<file path="src/rtl/msrv32_store_unit.sv">
// ---------------------------------------------------------------------------
// msrv32_store_unit
//   Store unit that sits behind the decoder. It captures a store request,
//   formats the bus address/data/byte-mask, runs a request/ready handshake
//   with the data bus, stalls the pipeline until the bus accepts, and aborts
//   with a bus-error pulse when the bus stays silent for TIMEOUT_CYCLES.
//
// Ports
//   ms_riscv32_mp_clk_in         clock, rising edge
//   ms_riscv32_mp_rst_in         synchronous reset, active high
//   mem_wr_req_in                store request from the decoder
//   funct3_in[1:0]               store size: 00 SB, 01 SH, 1x SW
//   iadder_in[31:0]              byte address of the store
//   rs2_in[31:0]                 store source data
//   ms_riscv32_mp_dmwr_ready_in  bus accepts the current write
//   ms_riscv32_mp_dmaddr_out     word-aligned bus address
//   ms_riscv32_mp_dmdata_out     lane-replicated write data
//   ms_riscv32_mp_dmwr_mask_out  byte enables, bit i = byte lane i
//   ms_riscv32_mp_dmwr_req_out   write request to the bus
//   stall_out                    pipeline stall request (combinational)
//   store_done_out               1-cycle pulse, store accepted by the bus
//   bus_err_out                  1-cycle pulse, store aborted on timeout
// ---------------------------------------------------------------------------
module msrv32_store_unit #(
    parameter int TIMEOUT_CYCLES = 16,  // 0 disables the timeout
    parameter int CNT_W          = 5
) (
    input  logic        ms_riscv32_mp_clk_in,
    input  logic        ms_riscv32_mp_rst_in,
    input  logic        mem_wr_req_in,
    input  logic [1:0]  funct3_in,
    input  logic [31:0] iadder_in,
    input  logic [31:0] rs2_in,
    input  logic        ms_riscv32_mp_dmwr_ready_in,
    output logic [31:0] ms_riscv32_mp_dmaddr_out,
    output logic [31:0] ms_riscv32_mp_dmdata_out,
    output logic [3:0]  ms_riscv32_mp_dmwr_mask_out,
    output logic        ms_riscv32_mp_dmwr_req_out,
    output logic        stall_out,
    output logic        store_done_out,
    output logic        bus_err_out
);

    typedef enum logic {
        IDLE = 1'b0,
        WAIT = 1'b1
    } state_t;

    // Counter value on the last permitted WAIT cycle without ready.
    localparam logic [CNT_W-1:0] TO_LAST =
        (TIMEOUT_CYCLES == 0) ? '0 : CNT_W'(TIMEOUT_CYCLES - 1);

    state_t           state;
    state_t           state_nxt;
    logic [CNT_W-1:0] cnt;
    logic             accept;
    logic             ready_hit;
    logic             timeout_hit;
    logic [31:0]      data_fmt;
    logic [3:0]       mask_fmt;

    // Lane formatting. Misaligned offsets are not filtered here: the
    // decoder suppresses them, and the same rules apply if one slips by.
    always_comb begin
        // NOTE: every signal assigned in always_comb gets a default first,
        // so no path can leave it unassigned and infer a latch.
        data_fmt = rs2_in;
        mask_fmt = 4'b1111;
        case (funct3_in)
            2'b00: begin
                data_fmt = {4{rs2_in[7:0]}};
                mask_fmt = 4'b0001 << iadder_in[1:0];
            end
            2'b01: begin
                data_fmt = {2{rs2_in[15:0]}};
                mask_fmt = iadder_in[1] ? 4'b1100 : 4'b0011;
            end
            default: ;
        endcase
    end

    // Next-state logic. Ready is tested before the timeout so that a bus
    // acceptance on the final cycle completes the store instead of aborting.
    always_comb begin
        state_nxt   = state;
        accept      = 1'b0;
        ready_hit   = 1'b0;
        timeout_hit = 1'b0;
        case (state)
            IDLE: begin
                if (mem_wr_req_in) begin
                    accept    = 1'b1;
                    state_nxt = WAIT;
                end
            end
            WAIT: begin
                if (ms_riscv32_mp_dmwr_ready_in) begin
                    ready_hit = 1'b1;
                    state_nxt = IDLE;
                end else if ((TIMEOUT_CYCLES != 0) && (cnt == TO_LAST)) begin
                    timeout_hit = 1'b1;
                    state_nxt   = IDLE;
                end
            end
            default: state_nxt = IDLE;
        endcase
    end

    // State register, timeout counter, captured bus fields and pulses.
    always_ff @(posedge ms_riscv32_mp_clk_in) begin
        // NOTE: sequential state uses non-blocking assignments so every
        // register samples the pre-edge values, independent of statement order.
        if (ms_riscv32_mp_rst_in) begin
            state                       <= IDLE;
            cnt                         <= '0;
            ms_riscv32_mp_dmaddr_out    <= '0;
            ms_riscv32_mp_dmdata_out    <= '0;
            ms_riscv32_mp_dmwr_mask_out <= '0;
            store_done_out              <= 1'b0;
            bus_err_out                 <= 1'b0;
        end else begin
            state          <= state_nxt;
            store_done_out <= ready_hit;
            bus_err_out    <= timeout_hit;
            if (accept) begin
                ms_riscv32_mp_dmaddr_out    <= {iadder_in[31:2], 2'b00};
                ms_riscv32_mp_dmdata_out    <= data_fmt;
                ms_riscv32_mp_dmwr_mask_out <= mask_fmt;
                cnt                         <= '0;
            end else if ((state == WAIT) && !ms_riscv32_mp_dmwr_ready_in) begin
                cnt <= cnt + 1'b1;
            end
        end
    end

    // Outputs. The bus request is exactly the WAIT state, so it rises one
    // cycle after the request and drops on the cycle done/err pulses.
    always_comb begin
        ms_riscv32_mp_dmwr_req_out = (state == WAIT);
        stall_out = ((state == IDLE) && mem_wr_req_in) ||
                    ((state == WAIT) && !ms_riscv32_mp_dmwr_ready_in);
    end

endmodule

</file>
<file path="config.mk">
export PLATFORM = sky130hd
export DESIGN_NAME = msrv32_store_unit
export DESIGN_NICKNAME = d
export VERILOG_FILES = /design/src/rtl/msrv32_store_unit.sv
export SDC_FILE = /design/constraint.sdc
export NUM_CORES = 1
export LEC_CHECK = 0
export ABC_AREA = 0
export BUFFER_PORTS_ARGS = -buffer_cell sky130_fd_sc_hd__buf_2
export CAP_MARGIN = 20
export CORE_ASPECT_RATIO = 1.1
export CORE_MARGIN = 1
export CORE_UTILIZATION = 46
export DETAILED_ROUTE_END_ITERATION = 12
export GPL_TIMING_DRIVEN = 0
export PLACE_DENSITY = 0.8
export SETUP_SLACK_MARGIN = 0.2
export SLEW_MARGIN = 10
export SYNTH_ARGS = -nofsm -noshare
export SYNTH_HDL_FRONTEND = slang
export SYNTH_SLANG_ARGS = --single-unit
</file>
<file path="constraint.sdc">
create_clock -name ms_riscv32_mp_clk_in -period 1.7 [get_ports ms_riscv32_mp_clk_in]
set_clock_uncertainty 0.1 [all_clocks]
set_input_delay 0.17 -clock ms_riscv32_mp_clk_in [delete_from_list [all_inputs] [get_ports ms_riscv32_mp_clk_in]]
set_output_delay 0.17 -clock ms_riscv32_mp_clk_in [all_outputs]
set_load 0.05 [all_outputs]
</file>
-- Word-level counts from Yosys, hierarchy flattened
Cells that the tools add are included.
- register bits: 74
- input port bits: 70
- output and inout port bits: 72
- word-level logic and storage cells: 30
- $add $sub $neg: 1
- equality and inequality tests: 2
- shift-type cells: 1
- multiplexer cells: 10
- bitwise operators: 1
- reduce and logical (&&, ||, !) cells: 8
- operator list (operator ; count):
    $pmux W32 S2 ; 1
    $pmux W4 S2 ; 1
    $mux W1 ; 6
    $add A5 B1 Y5 const B ; 1
    $eq A5 B4 Y1 const B ; 1
    $mux W4 ; 1
    $reduce_or A2 Y1 ; 2
    $shl A1 B2 Y4 const A ; 1
    $reduce_or A3 Y1 ; 1
    $eq A2 B1 Y1 const B ; 1
    $logic_and A1 B1 Y1 ; 2
    $logic_not A2 Y1 ; 1
    $pmux W1 S2 ; 1
    $logic_not A1 Y1 ; 1
    $logic_or A1 B1 Y1 ; 1
    $not A1 Y1 ; 1

-- Depth between registers and ports, before layout
- depth in word-level cells: 4
- depth in mapped cells: 6
- mapped depth without buffers: 5

-- Worst setup path before layout
OpenSTA, ideal clock, no wires.
- kind: flip-flop to output port
- start point: register state (netlist: ms_riscv32_mp_dmwr_req_out)
- end point: output stall_out
- data arrival time: 1.441 ns
- required time: 1.430 ns
- path slack: -0.011 ns
- cell stages (with the launch flop): 5
- path buffers: 2
- cell sequence: dfxtp_1 > nand2b_1 > buf_2 > buf_2 > nand2_1
- longest elaborated chain between the ends: 3
- elaborated cells between the ends (all ways): 4
- classes of those cells: 1 x bitwise; 3 x reduce/logical
- RTL lines (element ; RTL line ; source):
    start: declaration ; 53 ; state_t state;
    start signal: assignment ; 122 ; state <= state_nxt;
    $not A1 Y1 (no line) ; - ;
    $logic_and A1 B1 Y1 ; 140 ; stall_out = ((state == IDLE) && mem_wr_req_in) ||
    $logic_or A1 B1 Y1 (*) ; 140 ;
    end: declaration ; 39 ; output logic stall_out,
Every way passes the cells marked *; elsewhere a longest branch is shown, timed or not.

-- Worst setup path after layout
Ends and elaborated chain as after synthesis.

==> summary by stage <==
Placed design
The count of input and output buffers is about 140. Routability-driven placement finished with a final weighted congestion of about 0.8. The cell total after placement is between 500 and 600. Detailed placement ended at an HPWL of 5.72 mm.

Timing analysis after detailed placement gives a worst setup slack of roughly 0.20 ns.

Run status
The run finished with clean final reports.

Critical path
The critical path capture point type is an output port. The startpoint type of the worst setup path is a register. The maximum net fanout on the critical path is 2. The data arrival time of the worst path is between 1 and 1.5 ns. The critical path data required time is between 1 and 1.5 ns. The start-to-end type of the worst setup path is reg -> out. The worst register-to-register path has a setup slack of between 0.2 and 0.25 ns.

STA
Setup repair after global routing could not meet its margin everywhere. Hold is met by around 0.015 ns. The hold violation count in the final report came to 0. The share of the cycle needed by the critical path after routing is 0.873. At the pin with the least slew margin, the transition time is 0.537 ns.

Timing would allow up to 674 MHz. The worst pin sits at a relative slew slack of 0.641. The sum of negative setup slack is 0 ns. The final-report max-slew violation count came to 0. The worst path in the final design needs a cycle of roughly 1.5 ns, including I/O delays and setup. The post-layout worst setup margin is ~0.22 ns.

Setup violations remaining at the end of the flow were counted as 0.

Detailed routing
In this run, the number of DRC markers left after iteration 0 of detailed routing was 84. In this run the remaining antenna-violating nets after routing total 0. The highest metal layer carrying signal wires in the routed design is met4. The pre-antenna-repair detailed-routing pass consisted of 5 iterations. In the final routing, the length of wire on met1 measures roughly 3.5 mm. The final layout contains routed wiring with a total length of between 8 and 9 mm. Wire segments on met3 add up to 641 microns in the final route.

The wire length per cell is between 10 and 15 microns. Summing over every cut layer, the via total after detailed routing is between 3k and 4k. The detailed-routed wire length on met2 is between 4 and 5 mm.

Dividing the detail-routed via count by the number of cells gives about 5.1. The residual DRC count is 0.

Clock tree
The maximum root-to-sink buffer count is 2. The TritonCTS buffer count is 9. The cell sitting at the root of the clock tree is a clkbuf_8. CTS saw between 70 and 80 sinks. TritonCTS built the clock tree. The H-tree level count is 3. The clock input transition at the sequential cells of the worst setup and hold paths is approximately 0.080 ns. The later pin in the worst-skew pair is clocked with a latency of approximately 0.34 ns.

Cells and area
The final cell count without fillers is 624. The number of filler cells placed in the layout is 460. Compared with the post-synthesis result, the final layout area differs by 53.2%. In the layout the commonest cells are buf_2, nand2_1, dfxtp_1, a21oi_1, dlygate4sd3_1. Of the cells placed in the final design, the portion with a size suffix greater than 1 is 0.355. The footprint of the multi-input gates is between 1000 and 1500 sq um. The library cell used most frequently in the layout, excluding fill and tap cells, is buf_2. The total area of sequential cells is approximately 1500 sq um. The net count of the finished layout is around 600. The number of antenna diodes in the final layout is 0.

Die
The die outline height is between 80 and 90 microns. The initialized floorplan defines 30 standard-cell rows. The effective utilization at floorplan is 0.475. In this run the count of I/O pins placed on the die edge is 142. The overall die area is 6640 sq um.

The core area is 6120 sq um. The die outline width is a little under 80 microns.

Global route
The number of antenna violations at the first check in global routing is 0. The via count of the first global-routing pass came to about 3.1k. The overall track demand over capacity in global routing is 0.263. The first global-routing pass estimated roughly 14 mm of wire. Entering global routing, the biggest net connects 13 pins. For this run the aggregate overflow at the end of global routing stands at 0.

Synthesis
The dominant cell type by area after synthesis is dfxtp_1. Of the synthesized area, sequential elements account for 0.510. The synthesized netlist cell count is around 350. The number of different library cells in the post-synthesis netlist is 31. Dividing the synthesized area by the synthesized cell count gives about 8.4 sq um.

The cell area after synthesis is 2910 sq um. The share of synthesized area in the top cell type comes to 0.510. The post-synthesis sequential element count is 74. The count of synthesis-stage warnings from yosys is 0.

In the post-synthesis netlist, the biggest area contributors are dfxtp_1, nand2_1, a21oi_1.

Flow run
Across the run, the number of max-cap violations was 0.

Power
IR analysis of the VDD net gives a maximum drop of approximately 0.00057 V. Power spread over the standard cell area amounts to a little over 1000 nW/um^2. Summed over all cells, the static leakage comes to 2.11 nW.

Min path
The min-delay analysis places its worst path in the category in -> reg.
==> registers in the layout, indices dropped and copies added (netlist names) <==
signal,flops
ms_riscv32_mp_dmwr_req_out,1
bus_err_out,1
ms_riscv32_mp_dmdata_out,32
ms_riscv32_mp_dmaddr_out,30
ms_riscv32_mp_dmwr_mask_out,4
store_done_out,1
cnt,5
==> cell type report <==
| cell class | instances | area share |
|---|---|---|
| timing repair buffer | 182 | 0.255 |
| sequential | 74 | 0.334 |
| multi-input combinational | 238 | 0.286 |
| inverter | 3 | 0.00253 |
| clock buffer | 11 | 0.0340 |
| tap | 80 | 0.0225 |
| buffer | 32 | 0.0483 |
| clock inverter | 4 | 0.0169 |
==> power by group <==
| part | switching [mW] | total [mW] | internal [mW] |
|---|---|---|---|
| Clock | 0.622 | 1.52 | 0.898 |
| Sequential | 0.0540 | 1.90 | 1.85 |
| Combinational | 0.736 | 1.09 | 0.358 |
| Total | 1.41 | 4.52 | 3.10 |
==> synth_stat cells <==
cell type  count
ha_1           2
a2111oi_2      1
and3_1         3
a211oi_1       8
or3_1          1
dfxtp_1       74
nor2b_1        3
and2_1         1
or2_2          2
o21ai_0       19
nand3b_1       1
nor3_2         2
nand4_1        1
nor3_1         3
buf_2         16
a22oi_1        8
clkbuf_1       8
xor2_1         1
a21oi_1       42
a22o_1         2
a31oi_1       16
nand3_1        1
conb_1         1
buf_6          2
nor2_1        11
xnor2_1        1
inv_1          3
nand2b_1       4
nand2_1       93
mux2i_1       10
buf_4          6
==> stage by stage <==
step | instance area, sq um | utilization | power, mW
finish | 4450 | 0.728 | 4.52
floorplan | 2910 | - | 2.64
CTS | 4410 | 0.720 | 4.53
global route | 4450 | 0.728 | 4.70
global placement | 3700 | 0.605 | 2.90
detailed placement | 3700 | 0.605 | 2.92
==> metal layers <==
layer / GRT usage / vias to the layer above
li1: - / 1564
met2: 0.471 / 152
met1: 0.292 / 1459
met4: 0.118 / 0
met5: 0 / -
met3: 0.0656 / 14
==> path summary, 6_finish.rpt <==
check | from | endpoint | cells after the start
worst max-delay path | ms_riscv32_mp_dmwr_req_out | stall_out | 5
worst min register to register | ms_riscv32_mp_dmaddr_out[4] | ms_riscv32_mp_dmaddr_out[4] | 2
worst max register to register | cnt[0] | cnt[4] | 4
worst min-delay path | rs2_in[11] | ms_riscv32_mp_dmdata_out[11] | 3
==> critical path, cell delays in order, from the launching register on <==
cell and delay (ns):
dfxtp_4 0.34, nand2b_4 0.13, buf_6 0.11, buf_6 0.11, nand2_4 0.05, buf_8 0.14
==> repair_timing <==
item                                    in CTS  in global routing
resized for setup                           12                 13
hold buffers                                41                  0
setup buffers                                3                  1
endpoints found under the setup margin       2                 54
gates cloned                                 0                  0
hold endpoints to repair                    41                  0
pin swaps                                    2                  0
==> cell families after synthesis <==
group	after synthesis	synth area share
simple gates	126	0.183
buf+inv	35	0.0650
mux	10	0.0344
fa+ha+maj	2	0.00861
xor+xnor	2	0.00603
compound gates	96	0.192
other cells	1	0.00129
flops	74	0.510
Note: power is estimated with default switching activity, not from simulation.
